**src/rtl/spart_pkg.sv**
```systemverilog
// Shared definitions for the mini SPART: frame geometry and transmit state encoding.
package spart_pkg;

  localparam int TX_DATA_BITS  = 8;
  localparam int TX_OVERSAMPLE = 16;
  localparam int FRAME_BITS    = 1 + TX_DATA_BITS + 1;

  typedef enum logic [1:0] {
    IDLE  = 2'b00,
    START = 2'b01,
    DATA  = 2'b10,
    STOP  = 2'b11
  } tx_state_t;

endpackage

```
**src/rtl/spart_tx_if.sv**
```systemverilog
// Bus-side write port of the SPART transmitter.
interface spart_tx_if #(
  parameter int DATA_BITS = 8
);

  // load is a one-clk write strobe; the byte on TxD_data is taken at that edge
  // only if TBR=1, otherwise it is dropped and overrun pulses for one clk.
  logic [DATA_BITS-1:0] TxD_data;
  logic                 load;
  logic                 TBR;
  logic                 overrun;

  modport master (
    output TxD_data,
    output load,
    input  TBR,
    input  overrun
  );

  modport slave (
    input  TxD_data,
    input  load,
    output TBR,
    output overrun
  );

endinterface

```
**src/rtl/spart_bit_timer.sv**
```systemverilog
// Counts Baud enables within one serial bit and flags the final tick of the bit.
module spart_bit_timer #(
  parameter int OVERSAMPLE = 16
) (
  input  logic clk,
  input  logic rst_n,
  input  logic i_clear,
  input  logic i_run,
  input  logic i_baud,
  output logic o_end_of_bit
);

  localparam int CNT_W = (OVERSAMPLE > 1) ? $clog2(OVERSAMPLE) : 1;
  localparam logic [CNT_W-1:0] LAST = CNT_W'(OVERSAMPLE - 1);

  logic [CNT_W-1:0] r_baud_cnt;
  logic             w_tick;

  assign w_tick       = i_run & i_baud;
  assign o_end_of_bit = w_tick & (r_baud_cnt == LAST);

  always_ff @(posedge clk or negedge rst_n) begin
    if (!rst_n) begin
      r_baud_cnt <= '0;
    end else if (i_clear) begin
      r_baud_cnt <= '0;
    end else if (w_tick) begin
      r_baud_cnt <= (r_baud_cnt == LAST) ? '0 : r_baud_cnt + CNT_W'(1);
    end
  end

endmodule

```
**src/rtl/spart_tx.sv**
```systemverilog
// SPART transmitter: one-byte holding register feeding an 8N1 shifter on TxD.
module spart_tx
  import spart_pkg::*;
#(
  parameter int DATA_BITS  = TX_DATA_BITS,
  parameter int OVERSAMPLE = TX_OVERSAMPLE
) (
  input  logic       clk,
  input  logic       rst_n,
  input  logic       Baud,
  spart_tx_if.slave  bus,
  output logic       TxD,
  output tx_state_t  o_state
);

  localparam int BIT_W = $clog2(DATA_BITS) + 1;

  logic [DATA_BITS-1:0] r_hold;
  logic [DATA_BITS-1:0] r_shift;
  logic                 r_hold_full;
  logic [BIT_W-1:0]     r_bit_cnt;
  tx_state_t            r_state;
  logic                 r_txd;
  logic                 r_overrun;

  logic w_end_of_bit;
  logic w_run;
  logic w_accept;
  logic w_stop_end;
  logic w_transfer;
  logic w_last_bit;

  assign w_run      = (r_state != IDLE);
  assign w_accept   = bus.load & ~r_hold_full;
  assign w_stop_end = (r_state == STOP) & w_end_of_bit;
  // A queued byte starts straight after the stop bit, so frames run back-to-back.
  assign w_transfer = r_hold_full & ((r_state == IDLE) | w_stop_end);
  assign w_last_bit = (r_bit_cnt == BIT_W'(DATA_BITS - 1));

  assign bus.TBR     = ~r_hold_full;
  assign bus.overrun = r_overrun;
  assign TxD         = r_txd;
  assign o_state     = r_state;

  spart_bit_timer #(
    .OVERSAMPLE (OVERSAMPLE)
  ) u_bit_timer (
    .clk          (clk),
    .rst_n        (rst_n),
    .i_clear      (w_transfer),
    .i_run        (w_run),
    .i_baud       (Baud),
    .o_end_of_bit (w_end_of_bit)
  );

  always_ff @(posedge clk or negedge rst_n) begin
    if (!rst_n) begin
      r_hold      <= '0;
      r_shift     <= '0;
      r_hold_full <= 1'b0;
      r_bit_cnt   <= '0;
      r_state     <= IDLE;
      r_txd       <= 1'b1;
      r_overrun   <= 1'b0;
    end else begin
      r_overrun <= bus.load & r_hold_full;

      if (w_accept) begin
        r_hold      <= bus.TxD_data;
        r_hold_full <= 1'b1;
      end

      if (w_transfer) begin
        r_shift     <= r_hold;
        r_hold_full <= 1'b0;
        r_bit_cnt   <= '0;
        r_state     <= START;
        r_txd       <= 1'b0;
      end else begin
        // TxD is loaded with the value of the state being entered.
        case (r_state)
          IDLE: begin
            r_txd <= 1'b1;
          end
          START: begin
            if (w_end_of_bit) begin
              r_state <= DATA;
              r_txd   <= r_shift[0];
            end
          end
          DATA: begin
            if (w_end_of_bit) begin
              r_shift   <= r_shift >> 1;
              r_bit_cnt <= r_bit_cnt + BIT_W'(1);
              if (w_last_bit) begin
                r_state <= STOP;
                r_txd   <= 1'b1;
              end else begin
                r_txd <= r_shift[1];
              end
            end
          end
          STOP: begin
            if (w_end_of_bit) begin
              r_state <= IDLE;
              r_txd   <= 1'b1;
            end
          end
          default: begin
            r_state <= IDLE;
            r_txd   <= 1'b1;
          end
        endcase
      end
    end
  end

endmodule
```
**src/flat_wrapper.sv**
```systemverilog
// flat-port wrapper written by rule: the top's interface ports become plain ports
module spart_tx_flat import spart_pkg::*;
#(
  parameter int DATA_BITS  = TX_DATA_BITS,
  parameter int OVERSAMPLE = TX_OVERSAMPLE
)
  (clk, rst_n, Baud, TxD, o_state, bus_TxD_data, bus_load, bus_TBR, bus_overrun);
  spart_tx_if #(.DATA_BITS(DATA_BITS)) bus_i ();
  input  logic clk;
  input  logic rst_n;
  input  logic Baud;
  output logic TxD;
  output tx_state_t o_state;
  input wire logic [$bits(bus_i.TxD_data)-1:0] bus_TxD_data;
  input wire logic [$bits(bus_i.load)-1:0] bus_load;
  output wire logic [$bits(bus_i.TBR)-1:0] bus_TBR;
  output wire logic [$bits(bus_i.overrun)-1:0] bus_overrun;
  assign bus_i.TxD_data = bus_TxD_data;
  assign bus_i.load = bus_load;
  assign bus_TBR = bus_i.TBR;
  assign bus_overrun = bus_i.overrun;
  spart_tx #(.DATA_BITS(DATA_BITS), .OVERSAMPLE(OVERSAMPLE)) u_core (.clk(clk), .rst_n(rst_n), .Baud(Baud), .bus(bus_i), .TxD(TxD), .o_state(o_state));
endmodule
```
**config.mk**
```make
export PLATFORM = sky130hd
export DESIGN_NAME = spart_tx_flat
export DESIGN_NICKNAME = d
export VERILOG_FILES = /design/src/rtl/spart_pkg.sv /design/src/rtl/spart_tx_if.sv /design/src/rtl/spart_bit_timer.sv /design/src/rtl/spart_tx.sv /design/src/flat_wrapper.sv
export SDC_FILE = /design/constraint.sdc
export NUM_CORES = 1
export LEC_CHECK = 0
export ABC_AREA = 1
export BUFFER_PORTS_ARGS = -buffer_cell sky130_fd_sc_hd__buf_2
export CORE_MARGIN = 2
export CORE_UTILIZATION = 50
export CTS_CLUSTER_DIAMETER = 30
export DETAILED_ROUTE_END_ITERATION = 10
export MAX_ROUTING_LAYER = met4
export PLACE_DENSITY = 0.77
export SLEW_MARGIN = 20
export SYNTH_ARGS = -nofsm -noshare
export SYNTH_HDL_FRONTEND = slang
export SYNTH_HIERARCHICAL = 1
export SYNTH_SLANG_ARGS = --single-unit
export TNS_END_PERCENT = 100
```
**constraint.sdc**
```tcl
create_clock -name clk -period 4.9 [get_ports clk]
set_clock_uncertainty 0.05 [all_clocks]
set_input_delay 0.735 -clock clk [delete_from_list [all_inputs] [get_ports clk]]
set_output_delay 0.735 -clock clk [all_outputs]
set_load 0.03 [all_outputs]
```
==> results.yml, run 1 <==
global_routing:
  grtUsageTotal_pct: 19.1
  antenna_found_initial: 0
  overflow: 0
  grt_pass1_wl_mm: 4.65
  grt_start_max_net_pins: 30
  grt_pass1_vias: 1164
setup_path:
  path_common_cell: "inv_1"
  slowest_delay_ns: 0.47
  path_cells: "inv_1 -> ha_1 -> inv_2 -> nand2_2 -> nor3_1 -> inv_1 -> o21ai_4 -> nand3_1 -> nand2_1 -> nor2_1"
  critPathSlowestCell: "o21ai_4"
  rrSetupSlack_ns: 2.68
  arrival_ns: 2.40
  start_kind: "flip-flop"
  cp.required_ns: 5.08
  critical_path.max_fanout: 23
  crit_family: "simple AND/OR/NAND/NOR gates"
  critical_path_buf_inv_count: 3
  cp-end-kind: "flip-flop"
  critical_path_class: "flip-flop to flip-flop"
logic_synthesis:
  avgSynthCellArea_sq_um: 8.42
  netlist_area_sq_um: 1480
  synth_top_area_cell: "dfrtp_1"
  ys_top_cells_by_area: "dfrtp_1 (47%), nand2_1 (11%), inv_1 (5.8%), ha_1 (5.1%), nand3_1 (5.1%)"
  syn_nets: 194
  ys_seq_area_share_pct: 49.1
  synth_top_area_share_pct: 47.3
  yosysWarnings: 6
  synth_cells: 176
  synth_cell_type_count: 23
  ys_ff_latch: 29
clock_network:
  clk_pin_slew_ns: 0.09
  cts_resized: 0
  cts.root.buffer_cell: "clkbuf_4"
  clock_sink_count: 29
  clk_path_buf_depth: 2
  clk_latency_ns: 0.33
  cts-htree-levels: 2
  cts_tree: "built"
  cts_buffers: 5
  hold_buffers: 0
  post_cts_buffers: 0
detailed_routing:
  vias_per_cell: 5.21
  postRouteAntennaNets: 0
  drt-total-wl_mm: 2.62
  drc: 0
  drt_first_iter_violations: 39
  drt_pre_antenna_iters: 4
  num_vias: 1183
  wl_per_cell_microns: 11.6
timing:
  hold_viol: 0
  min_period_over_period_pct: 45.4
  slew_headroom_pct: 57.5
  maxSlewViolCount: 0
  worst_pin_slew_ns: 0.638
  period_needed_ns: 2.22
  fmax_ghz: 0.450
  rsz0062_at_grt: "no"
  tns_ns: 0
  finalSetupViolations: 0
cells_and_area:
  utilization_pct: 58.2
  syn_to_final_growth_pct: 9.21
  antenna_cells: 0
  nNetsFinal: 213
  drive_gt1_share_pct: 20.9
  num-fill-cells: 244
pwr:
  power.switching_w: 0.000470
  p_comb_share_pct: 47.6
  p_clk_share_pct: 13.1
  p_int_w: 0.000574
  p_leak_nw: 0.858
  vdd_ir_drop_max_mv: 0.400
  p_per_area_nw_per_um2: 646
  sequentialPowerShare_pct: 39.3
  swShare_pct: 45.0
hold_path:
  hold_class: "primary input to async pin"
place:
  dpl.hpwl_mm: 1.86
  place_congestion: 0.817
  port_buffers: 16
die:
  die_h_microns: 58.4
  die_width_microns: 58.4
  core-area_sq_um: 2780
  die_area_sq_um: 3410
  std_cell_rows: 19
  io_pins: 17
  start_util_pct: 53.3
run:
  drv_cap: 0
outcome:
  status: "finished, final reports clean"
[per-layer routing]
layer	global-route usage, %	up-vias	part of all wire (%)
met4	11.0	0	3.1
met5	-	-	0
met3	7.25	11	5.4
met1	20.4	543	42
met2	30.2	27	49
li1	-	602	-
[cell type report]
class / count / area [sq um] / share of cell area [%]
flip-flops and latches: 29 / 727 / 44.9
multi-input cells: 117 / 623 / 38.5
inverters: 26 / 97.6 / 6.03
repair buffers: 16 / 80.1 / 4.95
clock buffers: 6 / 41.3 / 2.55
well taps: 31 / 38.8 / 2.40
clock inverters: 2 / 10.0 / 0.619
[stage by stage]
stage,std cells,cell area [sq um],setup slack [ns],hold slack [ns],power (W)
after floorplan,176,1480,2.83,0.389,0.000823
after global placement,219,1570,2.74,0.441,0.000892
after detailed placement,219,1570,2.67,0.438,0.000915
after CTS,227,1620,2.65,0.374,0.00106
after global routing,227,1620,2.48,0.400,0.00115
final,227,1620,2.68,0.361,0.00104
[final timing paths]
path	from	endpoint	cells past startpoint
max	u_core/o_state[0]	u_core/r_bit_cnt[3]	10
max reg2reg	u_core/o_state[0]	u_core/r_bit_cnt[3]	10
min reg2reg	u_core/TxD	u_core/TxD	2
min	rst_n	u_core/u_bit_timer/r_baud_cnt[3]	1
min in group clk	u_core/TxD	u_core/TxD	2
max in group asynchronous	rst_n	u_core/bus.overrun	1
[cells by family after synthesis]
group / share of synthesized area [%]
flops: 49.1
fa+ha+maj: 5.07
compound gates: 10.4
mux: 2.28
buf+inv: 8.87
simple gates: 24.3
[cell usage in the layout (no fill, tap or decap), types with 5 or more instances in the layout]
master and instances:
nand2_1 42, dfrtp_1 28, inv_1 23, buf_2 16, nand3_1 15, nor2_1 13, a21oi_1 10, o21ai_0 7
ha_1 6, clkbuf_4 5
[Yosys cell counts]
cell     number
nand2_1      42
dfrtp_1      28
inv_1        23
nand3_1      15
nor2_1       13
a21oi_1      10
o21ai_0       7
ha_1          6
nand2_2       4
nand4_1       4
o21ai_1       4
buf_4         3
inv_2         3
mux2_2        3
a21oi_2       2
nor2_2        2
buf_6         1
dfstp_2       1
nand2_4       1
nor3_1        1
o21ai_2       1
o21ai_4       1
o22ai_1       1
[power groups by stage]
stage,registers (W),clock network [W],logic (W)
detailed placement,0.000416,0,0.000499
finish,0.000410,0.000137,0.000497
global placement,0.000410,0,0.000482
CTS,0.000411,0.000144,0.000504
floorplan,0.000428,0,0.000395
global route,0.000422,0.000153,0.000574
[state kept, by name (all words and copies together) (netlist names)]
signal	cells
u_core/r_bit_cnt	4
u_core/TxD	1
u_core/bus.overrun	1
u_core/r_hold	8
u_core/u_bit_timer/r_baud_cnt	4
u_core/o_state	2
u_core/r_shift	8
u_core/r_hold_full	1
No activity file was read; power rests on OpenSTA's default activity.
==> run 2, diff against run 1 <==
--- a/config.mk
+++ b/config.mk
@@ -12,7 +12,7 @@
 export CTS_CLUSTER_DIAMETER = 30
 export DETAILED_ROUTE_END_ITERATION = 10
 export MAX_ROUTING_LAYER = met4
-export PLACE_DENSITY = 0.77
+export PLACE_DENSITY = 0.8
 export SLEW_MARGIN = 20
 export SYNTH_ARGS = -nofsm -noshare
 export SYNTH_HDL_FRONTEND = slang
==> constraint.sdc (replaced) <==
create_clock -name clk -period 1.8 [get_ports clk]
set_clock_uncertainty 0.05 [all_clocks]
set_input_delay 0.27 -clock clk [delete_from_list [all_inputs] [get_ports clk]]
set_output_delay 0.27 -clock clk [all_outputs]
set_load 0.03 [all_outputs]
==> results.yml, run 2 (synthesis results as in run 1) <==
outcome:
  status: "complete, but fails checks"
  violations: "negative setup slack"
cells_and_area:
  final_common_cell: "nand2_1"
  reg_top3: "u_core/r_hold (8), u_core/r_shift (8)"
  fin_area_sq_um: 1870
  utilization_pct: 67.3
  final_cell_mix: "nand2_1 (41), dfrtp_1 (26), inv_1 (21), buf_2 (16)"
  syn_to_final_growth_pct: 26.4
  drive_gt1_share_pct: 31.3
  antenna_cells: 0
  nNetsFinal: 232
die:
  die_width_microns: 58.4
  std_cell_rows: 19
  io_pins: 17
  start_util_pct: 53.3
  die_area_sq_um: 3410
  die_h_microns: 58.4
  core-area_sq_um: 2780
global_routing:
  grt_pass1_vias: 1225
  met3_usage_pct: 5.27
  grtUsageTotal_pct: 20.8
  grt.busiest_layer: "met2"
  antenna_found_initial: 0
  grt_pass1_wl_mm: 5.03
  use_met2_pct: 34.0
  overflow: 0
  grt_start_max_net_pins: 30
  use_met1_pct: 22.2
timing:
  maxSlewViolCount: 0
  tns_ns: -0.0860
  fmax_ghz: 0.548
  hold_viol: 0
  finalSetupViolations: 6
  holdWs_ns: 0.0943
  rsz0062_at_grt: "yes"
  slew_headroom_pct: 56.8
  min_period_over_period_pct: 101
  period_needed_ns: 1.82
  worst_pin_slew_ns: 0.647
  fin_ws_ns: -0.0241
detailed_routing:
  wl_per_cell_microns: 13.7
  drt_pre_antenna_iters: 5
  drt_first_iter_violations: 45
  drc: 0
  postRouteAntennaNets: 0
  drt-total-wl_mm: 3.36
  vias_per_cell: 5.38
  num_vias: 1317
run:
  drv_cap: 0
setup_path:
  path_cells: "ha_1 -> nand2_1 -> nor3_4 -> nand2_2 -> nand2_4 -> nand2_8 -> buf_4 -> o21ai_2 -> nand3_1 -> o21ai_0"
  critical_path_class: "flip-flop to flip-flop"
  critical_path.max_fanout: 8
  cp.required_ns: 2.02
  slowest_delay_ns: 0.39
  start_kind: "flip-flop"
  cp-end-kind: "flip-flop"
  critPathSlowestCell: "dfrtp_1"
  arrival_ns: 2.04
pwr:
  p_int_w: 0.00197
  power.switching_w: 0.00153
  p_leak_nw: 0.980
  swShare_pct: 43.7
  vdd_ir_drop_max_mv: 1.25
  p_clk_share_pct: 14.7
  p_comb_share_pct: 53.3
  sequentialPowerShare_pct: 32.0
  p_per_area_nw_per_um2: 1870
  fin_total_pwr_w: 0.00351
place:
  dpl.hpwl_mm: 2.07
  place_congestion: 0.801
  port_buffers: 16
  placed_cell_area_sq_um: 1620
clock_network:
  clk_path_buf_depth: 2
  cts_buffers: 5
  cts-htree-levels: 2
  clk_latency_ns: 0.34
  clock_sink_count: 29
  cts_tree: "built"
  clk_pin_slew_ns: 0.09
  cts.root.buffer_cell: "clkbuf_4"
hold_path:
  hold_class: "primary input to flip-flop"
## run 2: power groups by stage
stage,logic [W],registers (W),clock network [W]
after CTS,0.00152,0.00110,0.000527
after global routing,0.00208,0.00115,0.000553
final,0.00187,0.00112,0.000517
after detailed placement,0.00148,0.00112,0
after global placement,0.00142,0.00110,0
after floorplan,0.00109,0.00117,0
## run 2: cell type report
class	instances	area, sq um
clock buffer	5	37.5
sequential	29	729
inverter	26	115
fill	222	910
timing repair buffer	32	206
clock inverter	2	35.0
multi-input combinational	120	709
tap	31	38.8
## run 2: final timing paths
check / startpoint / to / slack (ns) / cells after the start
worst max register to register: u_core/u_bit_timer/r_baud_cnt[1] / u_core/r_shift[3] / -0.02 / 10
min in group asynchronous: rst_n / u_core/u_bit_timer/r_baud_cnt[0] / 0.42 / 2
worst max-delay path: u_core/u_bit_timer/r_baud_cnt[1] / u_core/r_shift[3] / -0.02 / 10
max in group asynchronous: rst_n / u_core/o_state[0] / 0.81 / 2
worst min-delay path: bus_load / u_core/bus.overrun / 0.09 / 3
worst min register to register: u_core/r_hold[5] / u_core/r_hold[5] / 0.46 / 1
## run 2: repair_timing
action	4_1_cts	5_1_grt
hold endpoints to repair	28	0
setup endpoints to repair	9	17
pin swaps	1	6
setup buffers	0	9
cloned	1	2
resized for setup	1	13
hold buffers	1	0
## run 2: critical path, delay by kind of cell (launching register included)
family	cells	cell delay, ns
DFF	1	0.39
AOI/OAI and AO/OA	2	0.17
and+or+nand+nor	6	0.79
adders and majority gates	1	0.18
buffers and inverters	1	0.17
## run 2: routing by layer
| metal | up-vias | wire, microns |
|---|---|---|
| met5 | - | 0 |
| met2 | 34 | 1700 |
| met3 | 12 | 159 |
| met1 | 633 | 1400 |
| li1 | 638 | - |
| met4 | 0 | 106 |
## run 2: per-stage QoR
stage	cells	setup slack, ns
floorplan	176	0.0174
global placement	225	0.0000522
detailed placement	225	-0.0909
CTS	234	0.00301
global route	245	-0.136
finish	245	-0.0241
==> run 3, diff against run 2 <==
--- a/config.mk
+++ b/config.mk
@@ -12,7 +12,7 @@
 export CTS_CLUSTER_DIAMETER = 30
 export DETAILED_ROUTE_END_ITERATION = 10
 export MAX_ROUTING_LAYER = met4
-export PLACE_DENSITY = 0.8
+export PLACE_DENSITY = 0.76
 export SLEW_MARGIN = 20
 export SYNTH_ARGS = -nofsm -noshare
 export SYNTH_HDL_FRONTEND = slang
==> results.yml, run 3 (synthesis results as in run 1) <==
timing:
  worst_pin_slew_ns: 0.630
  slew_headroom_pct: 58.0
  min_period_over_period_pct: 99.8
  maxSlewViolCount: 0
  period_needed_ns: 1.80
  fmax_ghz: 0.556
  finalSetupViolations: 0
  holdWs_ns: 0.121
  fin_ws_ns: 0.00282
  hold_viol: 0
  rsz0062_at_grt: "yes"
setup_path:
  path_cells: "inv_2 -> ha_4 -> inv_2 -> nand2_2 -> nor3_2 -> nand2_1 -> nand2_2 -> nand2_4 -> buf_4 -> o21ai_2 -> o21ai_0"
  start_kind: "flip-flop"
  critical_path_buf_inv_count: 3
  cp-end-kind: "flip-flop"
  arrival_ns: 1.95
  critical_path.max_fanout: 6
  slowest_delay_ns: 0.38
  crit_family: "simple AND/OR/NAND/NOR gates"
  critPathSlowestCell: "dfrtp_2"
  rrSetupSlack_ns: 0.003
  cp.required_ns: 1.95
  critical_path_class: "flip-flop to flip-flop"
pwr:
  vdd_ir_drop_max_mv: 1.27
  power.switching_w: 0.00147
  sequentialPowerShare_pct: 32.5
  p_clk_share_pct: 16.1
  swShare_pct: 42.8
  p_comb_share_pct: 51.4
  p_per_area_nw_per_um2: 1880
  p_leak_nw: 0.946
  p_int_w: 0.00197
hold_path:
  hold_class: "primary input to flip-flop"
die:
  core-area_sq_um: 2780
  die_h_microns: 58.4
  die_area_sq_um: 3410
  start_util_pct: 53.3
  io_pins: 17
  die_width_microns: 58.4
  std_cell_rows: 19
place:
  dpl.hpwl_mm: 2.05
  port_buffers: 16
  place_congestion: 0.813
  placed_cell_area_sq_um: 1640
  place_worst_setup_slack_ns: -0.0125
cells_and_area:
  syn_to_final_growth_pct: 23.7
  antenna_cells: 0
  drive_gt1_share_pct: 31.5
  final_common_cell: "nand2_1"
  fin_area_sq_um: 1830
  nNetsFinal: 230
  final_cell_mix: "nand2_1 (40), dfrtp_1 (26), inv_1 (20), buf_2 (16), nand3_1 (15)"
  num-fill-cells: 217
  reg_top3: "u_core/r_hold (8), u_core/r_shift (8)"
  utilization_pct: 65.9
clock_network:
  clock_sink_count: 29
  clk_latency_ns: 0.32
  cts_tree: "built"
  cts.root.buffer_cell: "clkbuf_4"
  clk_pin_slew_ns: 0.09
  cts_buffers: 5
  clk_path_buf_depth: 2
  cts-htree-levels: 2
detailed_routing:
  drc: 0
  num_vias: 1305
  drt_first_iter_violations: 62
  drt_pre_antenna_iters: 4
  drt-total-wl_mm: 3.15
  vias_per_cell: 5.35
  postRouteAntennaNets: 0
  wl_per_cell_microns: 12.9
global_routing:
  met3_usage_pct: 4.62
  grt.busiest_layer: "met2"
  use_met1_pct: 25.1
  grtUsageTotal_pct: 20.3
  use_met2_pct: 31.5
  grt_pass1_vias: 1194
  overflow: 0
  grt_start_max_net_pins: 30
  antenna_found_initial: 0
  grt_pass1_wl_mm: 5.05
run:
  drv_cap: 0
outcome:
  status: "finished, final reports clean"
==> run 3: cell count changes in the layout (fill, tap and decap cells not counted), moves of 2 or more <==
cell and delta:
buf_4 -3, nand2_2 +4, nand2_4 -2, inv_2 +2, o21ai_1 +2, o21ai_0 -2
==> run 3: power by group through the flow <==
stage / combinational (W) / clock [W] / sequential (W)
2_1_floorplan: 0.00109 / 0 / 0.00117
3_3_place_gp: 0.00146 / 0 / 0.00111
3_5_place_dp: 0.00152 / 0 / 0.00112
4_1_cts: 0.00155 / 0.000564 / 0.00111
5_1_grt: 0.00198 / 0.000590 / 0.00115
6_report: 0.00177 / 0.000554 / 0.00112
==> run 3: area by class of cell <==
type / instances / area (sq um) / share of cell area, %
Sequential cell: 29 / 729 / 39.8
Multi-Input combinational cell: 121 / 688 / 37.5
Timing Repair Buffer: 29 / 184 / 10.0
Inverter: 26 / 108 / 5.87
Clock buffer: 7 / 55.1 / 3.00
Tap cell: 31 / 38.8 / 2.12
Clock inverter: 1 / 30.0 / 1.64
==> run 3: worst min-delay path: stages <==
cell and delay [ns]:
buf_2 0.09, nand2_1 0.05, inv_1 0.04
==> run 3: repair_timing <==
action / in CTS / in global routing
cloned: 1 / 3
hold buffers: 1 / 0
hold endpoints to repair: 28 / 0
setup endpoints to repair: 5 / 17
pin swaps: 1 / 3
buffers inserted: 0 / 4
gates resized for setup: 0 / 12
==> run 3: path summary, 6_finish.rpt <==
| kind | start | end | cells after the start |
|---|---|---|---|
| hold / removal | bus_load | u_core/bus.overrun | 3 |
| hold reg to reg | u_core/r_hold[4] | u_core/r_hold[4] | 1 |
| min in group asynchronous | rst_n | u_core/r_hold[1] | 2 |
| setup / recovery | u_core/o_state[0] | u_core/r_shift[1] | 11 |
| setup reg to reg | u_core/o_state[0] | u_core/r_shift[1] | 11 |
| max in group asynchronous | rst_n | u_core/o_state[1] | 2 |
==> run 3: through the flow <==
stage | instances | total power (W) | setup TNS [ns]
after global placement | 227 | 0.00257 | 0
after CTS | 237 | 0.00323 | 0
after detailed placement | 227 | 0.00264 | -0.0217
final | 244 | 0.00344 | 0
after floorplan | 176 | 0.00226 | 0
after global routing | 244 | 0.00372 | -0.778
==> run 3: layer usage <==
layer	part of all wire, %	wire (microns)
met5	0	0
met4	1.5	47
met3	5.0	158
met2	50	1580
met1	43	1360
